## config.mk

```make
export PLATFORM = sky130hd
export DESIGN_NAME = vga_timing_gen
export DESIGN_NICKNAME = d
export VERILOG_FILES = /design/src/rtl/vga_timing_pkg.sv /design/src/rtl/clk_en_div.sv /design/src/rtl/vga_timing_gen.sv
export SDC_FILE = /design/constraint.sdc
export NUM_CORES = 1
export LEC_CHECK = 0
export BUFFER_PORTS_ARGS = -buffer_cell sky130_fd_sc_hd__buf_4
export CAP_MARGIN = 0
export CORE_MARGIN = 3
export CORE_UTILIZATION = 50
export DETAILED_ROUTE_END_ITERATION = 10
export GPL_ROUTABILITY_DRIVEN = 0
export GPL_TIMING_DRIVEN = 0
export HOLD_SLACK_MARGIN = 0.05
export PLACE_DENSITY = 0.74
export SETUP_SLACK_MARGIN = 0.15
export SLEW_MARGIN = 20
export SYNTH_ARGS = -nofsm -noshare
export SYNTH_HDL_FRONTEND = slang
export SYNTH_SLANG_ARGS = --single-unit
```

## constraint.sdc

```tcl
create_clock -name clk -period 3.1 [get_ports clk]
set_input_delay 0.155 -clock clk [delete_from_list [all_inputs] [get_ports clk]]
set_output_delay 0.155 -clock clk [all_outputs]
set_load 0.05 [all_outputs]
```

## src/rtl/vga_timing_pkg.sv

```systemverilog
// Shared VGA raster constants: the 640x480 @ 60 Hz defaults, the derived
// totals and the coordinate counter width. Renderers import this too.
package vga_timing_pkg;

  localparam int CNT_W   = 10;
  localparam int CNT_MAX = 1 << CNT_W;

  localparam int H_VIS  = 640;
  localparam int H_FP   = 16;
  localparam int H_SYNC = 96;
  localparam int H_BP   = 48;

  localparam int V_VIS  = 480;
  localparam int V_FP   = 10;
  localparam int V_SYNC = 2;
  localparam int V_BP   = 33;

  localparam int H_TOTAL = H_VIS + H_FP + H_SYNC + H_BP;
  localparam int V_TOTAL = V_VIS + V_FP + V_SYNC + V_BP;

endpackage

```

## src/rtl/clk_en_div.sv

```systemverilog
// Pixel-tick generator: a free-running 0..CLK_DIV-1 counter whose last
// count produces a one-cycle enable. With CLK_DIV = 1 the enable is always
// high because the counter never leaves zero.
import vga_timing_pkg::*;

module clk_en_div #(
  parameter int CLK_DIV = 4
) (
  input  logic clk,
  input  logic reset,
  output logic en
);

  localparam int DW = (CLK_DIV > 1) ? $clog2(CLK_DIV) : 1;
  localparam logic [DW-1:0] LAST = DW'(CLK_DIV - 1);

  logic [DW-1:0] div_cnt;

  // divider counter, wraps at CLK_DIV-1
  always_ff @(posedge clk) begin
    if (reset) begin
      div_cnt <= '0;
    end else if (div_cnt == LAST) begin
      div_cnt <= '0;
    end else begin
      div_cnt <= div_cnt + DW'(1);
    end
  end

  assign en = (div_cnt == LAST);

endmodule

```

## src/rtl/vga_timing_gen.sv

```systemverilog
// VGA raster timing generator. Horizontal/vertical position counters step
// on each pixel tick; bright and the active-low syncs are registered from
// the next-state counters so every raster output describes the same (h,v).
import vga_timing_pkg::*;

module vga_timing_gen #(
  parameter int CLK_DIV = 4,
  parameter int H_VIS   = vga_timing_pkg::H_VIS,
  parameter int H_FP    = vga_timing_pkg::H_FP,
  parameter int H_SYNC  = vga_timing_pkg::H_SYNC,
  parameter int H_BP    = vga_timing_pkg::H_BP,
  parameter int V_VIS   = vga_timing_pkg::V_VIS,
  parameter int V_FP    = vga_timing_pkg::V_FP,
  parameter int V_SYNC  = vga_timing_pkg::V_SYNC,
  parameter int V_BP    = vga_timing_pkg::V_BP
) (
  input  logic             clk,
  input  logic             reset,
  output logic             pix_en,
  output logic [CNT_W-1:0] hCount,
  output logic [CNT_W-1:0] vCount,
  output logic             bright,
  output logic             hSync,
  output logic             vSync,
  output logic             frame_start,
  output logic [15:0]      frame_cnt
);

  localparam int H_TOT  = H_VIS + H_FP + H_SYNC + H_BP;
  localparam int V_TOT  = V_VIS + V_FP + V_SYNC + V_BP;
  localparam int HS_BEG = H_VIS + H_FP;
  localparam int HS_END = H_VIS + H_FP + H_SYNC;
  localparam int VS_BEG = V_VIS + V_FP;
  localparam int VS_END = V_VIS + V_FP + V_SYNC;

  localparam logic [CNT_W-1:0] H_LAST = CNT_W'(H_TOT - 1);
  localparam logic [CNT_W-1:0] V_LAST = CNT_W'(V_TOT - 1);

  // Totals must fit the 10-bit coordinate counters.
  if (H_TOT > CNT_MAX || V_TOT > CNT_MAX) begin : g_bad_total
    $error("vga_timing_gen: H_TOTAL/V_TOTAL exceed counter range");
  end
  if (CLK_DIV < 1) begin : g_bad_div
    $error("vga_timing_gen: CLK_DIV must be at least 1");
  end

  logic             h_last;
  logic             v_last;
  logic [CNT_W-1:0] h_next;
  logic [CNT_W-1:0] v_next;
  logic             bright_next;
  logic             hsync_next;
  logic             vsync_next;

  clk_en_div #(
    .CLK_DIV (CLK_DIV)
  ) u_div (
    .clk   (clk),
    .reset (reset),
    .en    (pix_en)
  );

  assign h_last      = (hCount == H_LAST);
  assign v_last      = (vCount == V_LAST);
  assign frame_start = pix_en && h_last && v_last;

  // next-state raster position and the decodes that go with it
  always_comb begin
    h_next = hCount;
    v_next = vCount;
    if (pix_en) begin
      h_next = h_last ? '0 : hCount + CNT_W'(1);
      if (h_last) begin
        v_next = v_last ? '0 : vCount + CNT_W'(1);
      end
    end
    bright_next = (int'(h_next) < H_VIS) && (int'(v_next) < V_VIS);
    hsync_next  = !((int'(h_next) >= HS_BEG) && (int'(h_next) < HS_END));
    vsync_next  = !((int'(v_next) >= VS_BEG) && (int'(v_next) < VS_END));
  end

  // position, decoded raster outputs and completed-frame count
  always_ff @(posedge clk) begin
    if (reset) begin
      hCount    <= '0;
      vCount    <= '0;
      bright    <= 1'b1;
      hSync     <= 1'b1;
      vSync     <= 1'b1;
      frame_cnt <= '0;
    end else begin
      hCount <= h_next;
      vCount <= v_next;
      bright <= bright_next;
      hSync  <= hsync_next;
      vSync  <= vsync_next;
      if (frame_start) begin
        frame_cnt <= frame_cnt + 16'd1;
      end
    end
  end

endmodule

```

=== Yosys cells after proc, flatten, opt, wreduce, memory -nomap -nowiden ===
Index checks and enable logic that the tools add are counted.

* Register bits: 41
* Bits in latches: 0
* Bits in writable memories: 0
* Memory bits (read-only): 0
* Output and inout bits: 41
* Logic and storage cells: 33
* Memories kept: 0

* Add/sub/neg operators: 4
* Multipliers: 0
* Div/mod/pow operators: 0
* $lt $le $gt $ge: 6
* Eq/ne operators: 3
* Shift-type cells: 0
* Muxes and demuxes: 5
* Bitwise operators: 0
* Reduce and logical (&&, ||, !) cells: 8

{| class="wikitable"
|+ Operators by type and width
! cell !! number
|-
| $mux 10 || 5
|-
| $add 10x1->10 const B || 2
|-
| $eq 10x10->1 const B || 2
|-
| $lt 10x10->1 const B || 2
|-
| $lt 10x9->1 const B || 2
|-
| $add 16x1->16 const B || 1
|-
| $ge 10x10->1 const B || 1
|-
| $ge 10x9->1 const B || 1
|-
| $logic_and 1x1->1 || 5
|-
| $add 2x1->2 const B || 1
|-
| $eq 2x2->1 const B || 1
|-
| $logic_not 1->1 || 2
|-
| $reduce_or 2->1 || 1
|}

=== Depth between registers and ports, before layout ===
* Word-level depth: 7
* Gate-level depth with buffers: 9
* Mapped depth without buffers: 8

=== Modules after synthesis ===
Synthesis repeated with hierarchy kept, for this count alone.

* Cells, all modules: 228
* Area total of the unflattened synthesis: 2004.4 um^2

{| class="wikitable"
|+ By module, submodules not included
! module !! instances !! cells each !! area each (um^2)
|-
| vga_timing_gen || 1 || 223 || 1929.4
|-
| clk_en_div || 1 || 5 || 75.1
|}

=== Worst setup path after synthesis ===
No wires, ideal clock.

* Path kind: register -> register
* Start point: register vCount[6]
* End point: register frame_cnt[8]
* Library setup time: 0.128 ns
* Arrival time: 2.626 ns
* Slack: 0.346 ns
* Stages on the path, launching flop included: 7
* Cell sequence: dfxtp_1 > or4_4 > nor4_4 > nor2b_1 > nand4_1 > xor2_1 > nor2_1

* Word-level cells in the longest chain between the ends: 2

{| class="wikitable"
|+ Ends and longest elaborated chain
! item !! RTL line !! text
|-
| start: declaration || vga_timing_gen.sv:21 || <nowiki>output logic [CNT_W-1:0] vCount,</nowiki>
|-
| start signal: assignment || vga_timing_gen.sv:93 || <nowiki>vCount <= v_next;</nowiki>
|-
| $eq 10x10->1 || vga_timing_gen.sv:64 || <nowiki>assign v_last = (vCount == V_LAST);</nowiki>
|-
| $logic_and 1x1->1 || vga_timing_gen.sv:65 || <nowiki>assign frame_start = pix_en && h_last && v_last;</nowiki>
|-
| named net frame_start || vga_timing_gen.sv:25 || <nowiki>output logic frame_start,</nowiki>
|-
| end signal: assignment || vga_timing_gen.sv:98 || <nowiki>frame_cnt <= frame_cnt + 16'd1;</nowiki>
|-
| end: declaration || vga_timing_gen.sv:26 || <nowiki>output logic [15:0] frame_cnt</nowiki>
|}

The timed path passes the listed nets, and every way through them passes these cells.
A chain may end at the register's enable or synchronous reset.

=== Final worst setup path ===
* Start point: register hCount[0]
* End point: register vSync

* Word-level cells in the longest chain between the ends: 6

{| class="wikitable"
|+ Ends and longest elaborated chain
! item !! RTL line !! text
|-
| start: declaration || vga_timing_gen.sv:20 || <nowiki>output logic [CNT_W-1:0] hCount,</nowiki>
|-
| start signal: assignment || vga_timing_gen.sv:92 || <nowiki>hCount <= h_next;</nowiki>
|-
| $eq 10x10->1 (*) || vga_timing_gen.sv:63 || <nowiki>assign h_last = (hCount == H_LAST);</nowiki>
|-
| $mux 10 (*) || vga_timing_gen.sv:73 || <nowiki>if (h_last) begin</nowiki>
|-
| $mux 10 (*) || vga_timing_gen.sv:71 || <nowiki>if (pix_en) begin</nowiki>
|-
| $ge 10x9->1 / $lt 10x9->1 (equally long branches) || vga_timing_gen.sv:79 || <nowiki>vsync_next = !((int'(v_next) >= VS_BEG) && (int'(v_next) < VS_END));</nowiki>
|-
| $logic_and 1x1->1 (*) || vga_timing_gen.sv:79 ||
|-
| $logic_not 1->1 (*) || vga_timing_gen.sv:79 ||
|-
| end signal: assignment || vga_timing_gen.sv:96 || <nowiki>vSync <= vsync_next;</nowiki>
|-
| end: declaration || vga_timing_gen.sv:24 || <nowiki>output logic vSync,</nowiki>
|}

Mark *: on every way between the ends. The rest lies on a longest branch, timed or not.

==> reports/qor.csv <==
metric,value,unit
start_util,0.545,
slowest_stage,or4_1,
peakVddDrop,0.000311,V
grt_overflow,0,
dr.first_iter.drc_count,130,
synth_flop_cell,dfxtp_1,
crit-reg2reg-launch,hCount[0],
cts_sinks,41,
synth-edff-count,0,
num-fill-cells,334,
synth.area.top_cells,"dfxtp_1 (39%), nor2_1 (5.2%), nand2_1 (4.3%)",
synth_area,2080,um^2
holdPathEnd,vCount[3],
async_reset_ff_frac,0,
wl_per_cell,14.0,um
ant_nets,0,
clockRootBuffer,clkbuf_8,
drc_errors,0,
grt_pass1_vias,1723,
hold_path.class,in -> reg,
avgSynthCellArea,8.34,um^2
core,3830,um^2
end_kind,flip-flop,
critPathMaxStageDelay,0.54,ns
layout_min_cycle_time,2.73,ns
worstHoldStart,reset,
io_pins,43,
num_rows,22,
final_layout_size_suffix_gt1_frac,0.194,
finalSetupViolCount,0,
gr-usage-all-layers,0.195,
postCtsHoldBufs,0,
dieArea,4980,um^2
wirelength,4.85,mm
syn_inst,250,
crit_required,3.27,ns
ff2ff_path_depth,7,
syn-num-nets,257,
leakagePower,1.01,nW
reg2reg_to,vSync,
vias,1968,
maxCapViolations,0,
place_hpwl,3.59,mm
path_cells,ha_1 -> nor3b_2 -> nand3_1 -> nor2b_1 -> nand2_1 -> a211o_1 -> or4_1,
min_path_cells,2,
skew,0.0105,ns
powerDensity,374,nW/um^2
rsz0062_at_grt,false,
clkLatencyLatePin,0.30,ns
fin_nets,305,
finalHoldViolCount,0,
synth.most_common_cell,dfxtp_1,
status,"finished, final reports clean",
critical_path_class,reg -> reg,
yosys_warnings,0,
ctsResizeCount,0,
via_per_inst,5.67,
yosysTopAreaCellShare,0.394,
cts_max_level,2,
cts_tree,built,
grt_max_degree,14,
grt_pass1_wl,8.00,mm
ys_ff_latch,41,
startpoint,hCount[0],
slew_headroom,0.650,
tightestPinTransition,0.526,ns
cts_buffers,5,
period_share,0.880,
fin_tns_setup,0,ns
synth_common_cells,"dfxtp_1 (41), nor2_1 (29), nand2_1 (24)",
cts_buffer_depth,2,
drv_slew,0,
synth_top_cell_by_area,dfxtp_1,
postCtsSetupBuffers,0,
start_kind,flip-flop,
power,949,uW
dr.pass1.iters,4,
r2r_slack,0.37,ns
syn_to_final_growth,21.8,%
port_buffers,41,
synth_cell_types,44,
fmax,367,MHz
die_w,70.6,um
diodes,0,
crit_arrival,2.89,ns
grt_antenna_before_repair,0,
die_h,70.6,um
clk_pin_slew,0.08,ns
critPathMaxFanout,6,
ys_seq_area_frac,0.394,
-- worst max-delay path: cells and delay by family, from the launching register on --
| kind | cells | cell delay, ns |
|---|---|---|
| adders and majority gates | 1 | 0.24 |
| AOI/OAI and AO/OA | 1 | 0.33 |
| DFF | 1 | 0.39 |
| and+or+nand+nor | 5 | 1.65 |
-- cell type report --
| cell class | instances | area [um^2] | area share |
|---|---|---|---|
| multi-input combinational | 191 | 1180 | 0.467 |
| sequential | 41 | 821 | 0.323 |
| timing repair buffer | 41 | 308 | 0.121 |
| clock buffer | 5 | 68.8 | 0.0271 |
| tap | 48 | 60.1 | 0.0237 |
| buffer | 12 | 56.3 | 0.0222 |
| inverter | 6 | 22.5 | 0.00887 |
| clock inverter | 3 | 17.5 | 0.00690 |
-- how the worst max path moves through the flow --
| stage | endpoint | slack [ns] | cells after the start |
|---|---|---|---|
| after floorplan | frame_cnt[8] | 0.35 | 6 |
| after global placement | vSync | 0.49 | 7 |
| after detailed placement | vSync | 0.46 | 7 |
| after CTS | vSync | 0.44 | 7 |
| after global routing | frame_cnt[15] | 0.20 | 8 |
| final | vSync | 0.37 | 7 |
-- per-layer routing --
layer | up-vias | global-route usage | part of all wire
met2 | 54 | 0.318 | 0.47
met4 | 0 | 0.0689 | 0.016
met3 | 8 | 0.0469 | 0.061
met1 | 924 | 0.254 | 0.45
li1 | 982 | - | -
met5 | - | 0 | 0
-- placed cells by master, fill, tap and decap left out, types with 4 or more instances in the layout --
| cell type | n |
|---|---|
| nor3_1 | 8 |
| clkbuf_8 | 5 |
| nand4_1 | 9 |
| nand2_1 | 24 |
| clkbuf_1 | 8 |
| inv_1 | 6 |
| a21oi_1 | 17 |
| dfxtp_1 | 41 |
| nor2_1 | 29 |
| and3_1 | 6 |
| or3_1 | 7 |
| and4_1 | 5 |
| ha_1 | 5 |
| nand3_1 | 16 |
| o21ai_0 | 10 |
| buf_4 | 41 |
| xnor2_1 | 9 |
| and2_1 | 4 |
| xor2_1 | 9 |
-- flip-flops by register name (all words and copies together), names as in the netlist --
| name | count |
|---|---|
| frame_cnt | 16 |
| hCount | 10 |
| vCount | 10 |
| u_div.div_cnt | 2 |
| bright | 1 |
| hSync | 1 |
| vSync | 1 |
-- where the power goes --
| group | leakage (nW) | internal [mW] | switching (mW) | total [mW] |
|---|---|---|---|---|
| Sequential | 0.331 | 0.534 | 0.00799 | 0.542 |
| Clock | 0.0439 | 0.155 | 0.188 | 0.343 |
| Combinational | 0.631 | 0.0207 | 0.0432 | 0.0639 |
-- kinds of logic after synthesis --
logic type | share of synthesized area
multiplexers | 0.0144
XOR/XNOR | 0.0756
AO/OA/AOI/OAI | 0.119
adder cells (fa/ha/maj) | 0.0300
AND/OR/NAND/NOR | 0.329
flip-flops | 0.394
buffers and inverters | 0.0378
-- through the flow --
step	instance area (um^2)	hold WS, ns	std cells	worst slack (ns)	util
4_1_cts	2540	0.190	347	0.444	0.664
6_report	2540	0.206	347	0.373	0.664
3_5_place_dp	2450	0.426	339	0.463	0.641
5_1_grt	2540	0.232	347	0.200	0.664
3_3_place_gp	2450	0.415	339	0.487	0.641
2_1_floorplan	2080	0.404	250	0.346	-
(Power assumes the default switching activity.)
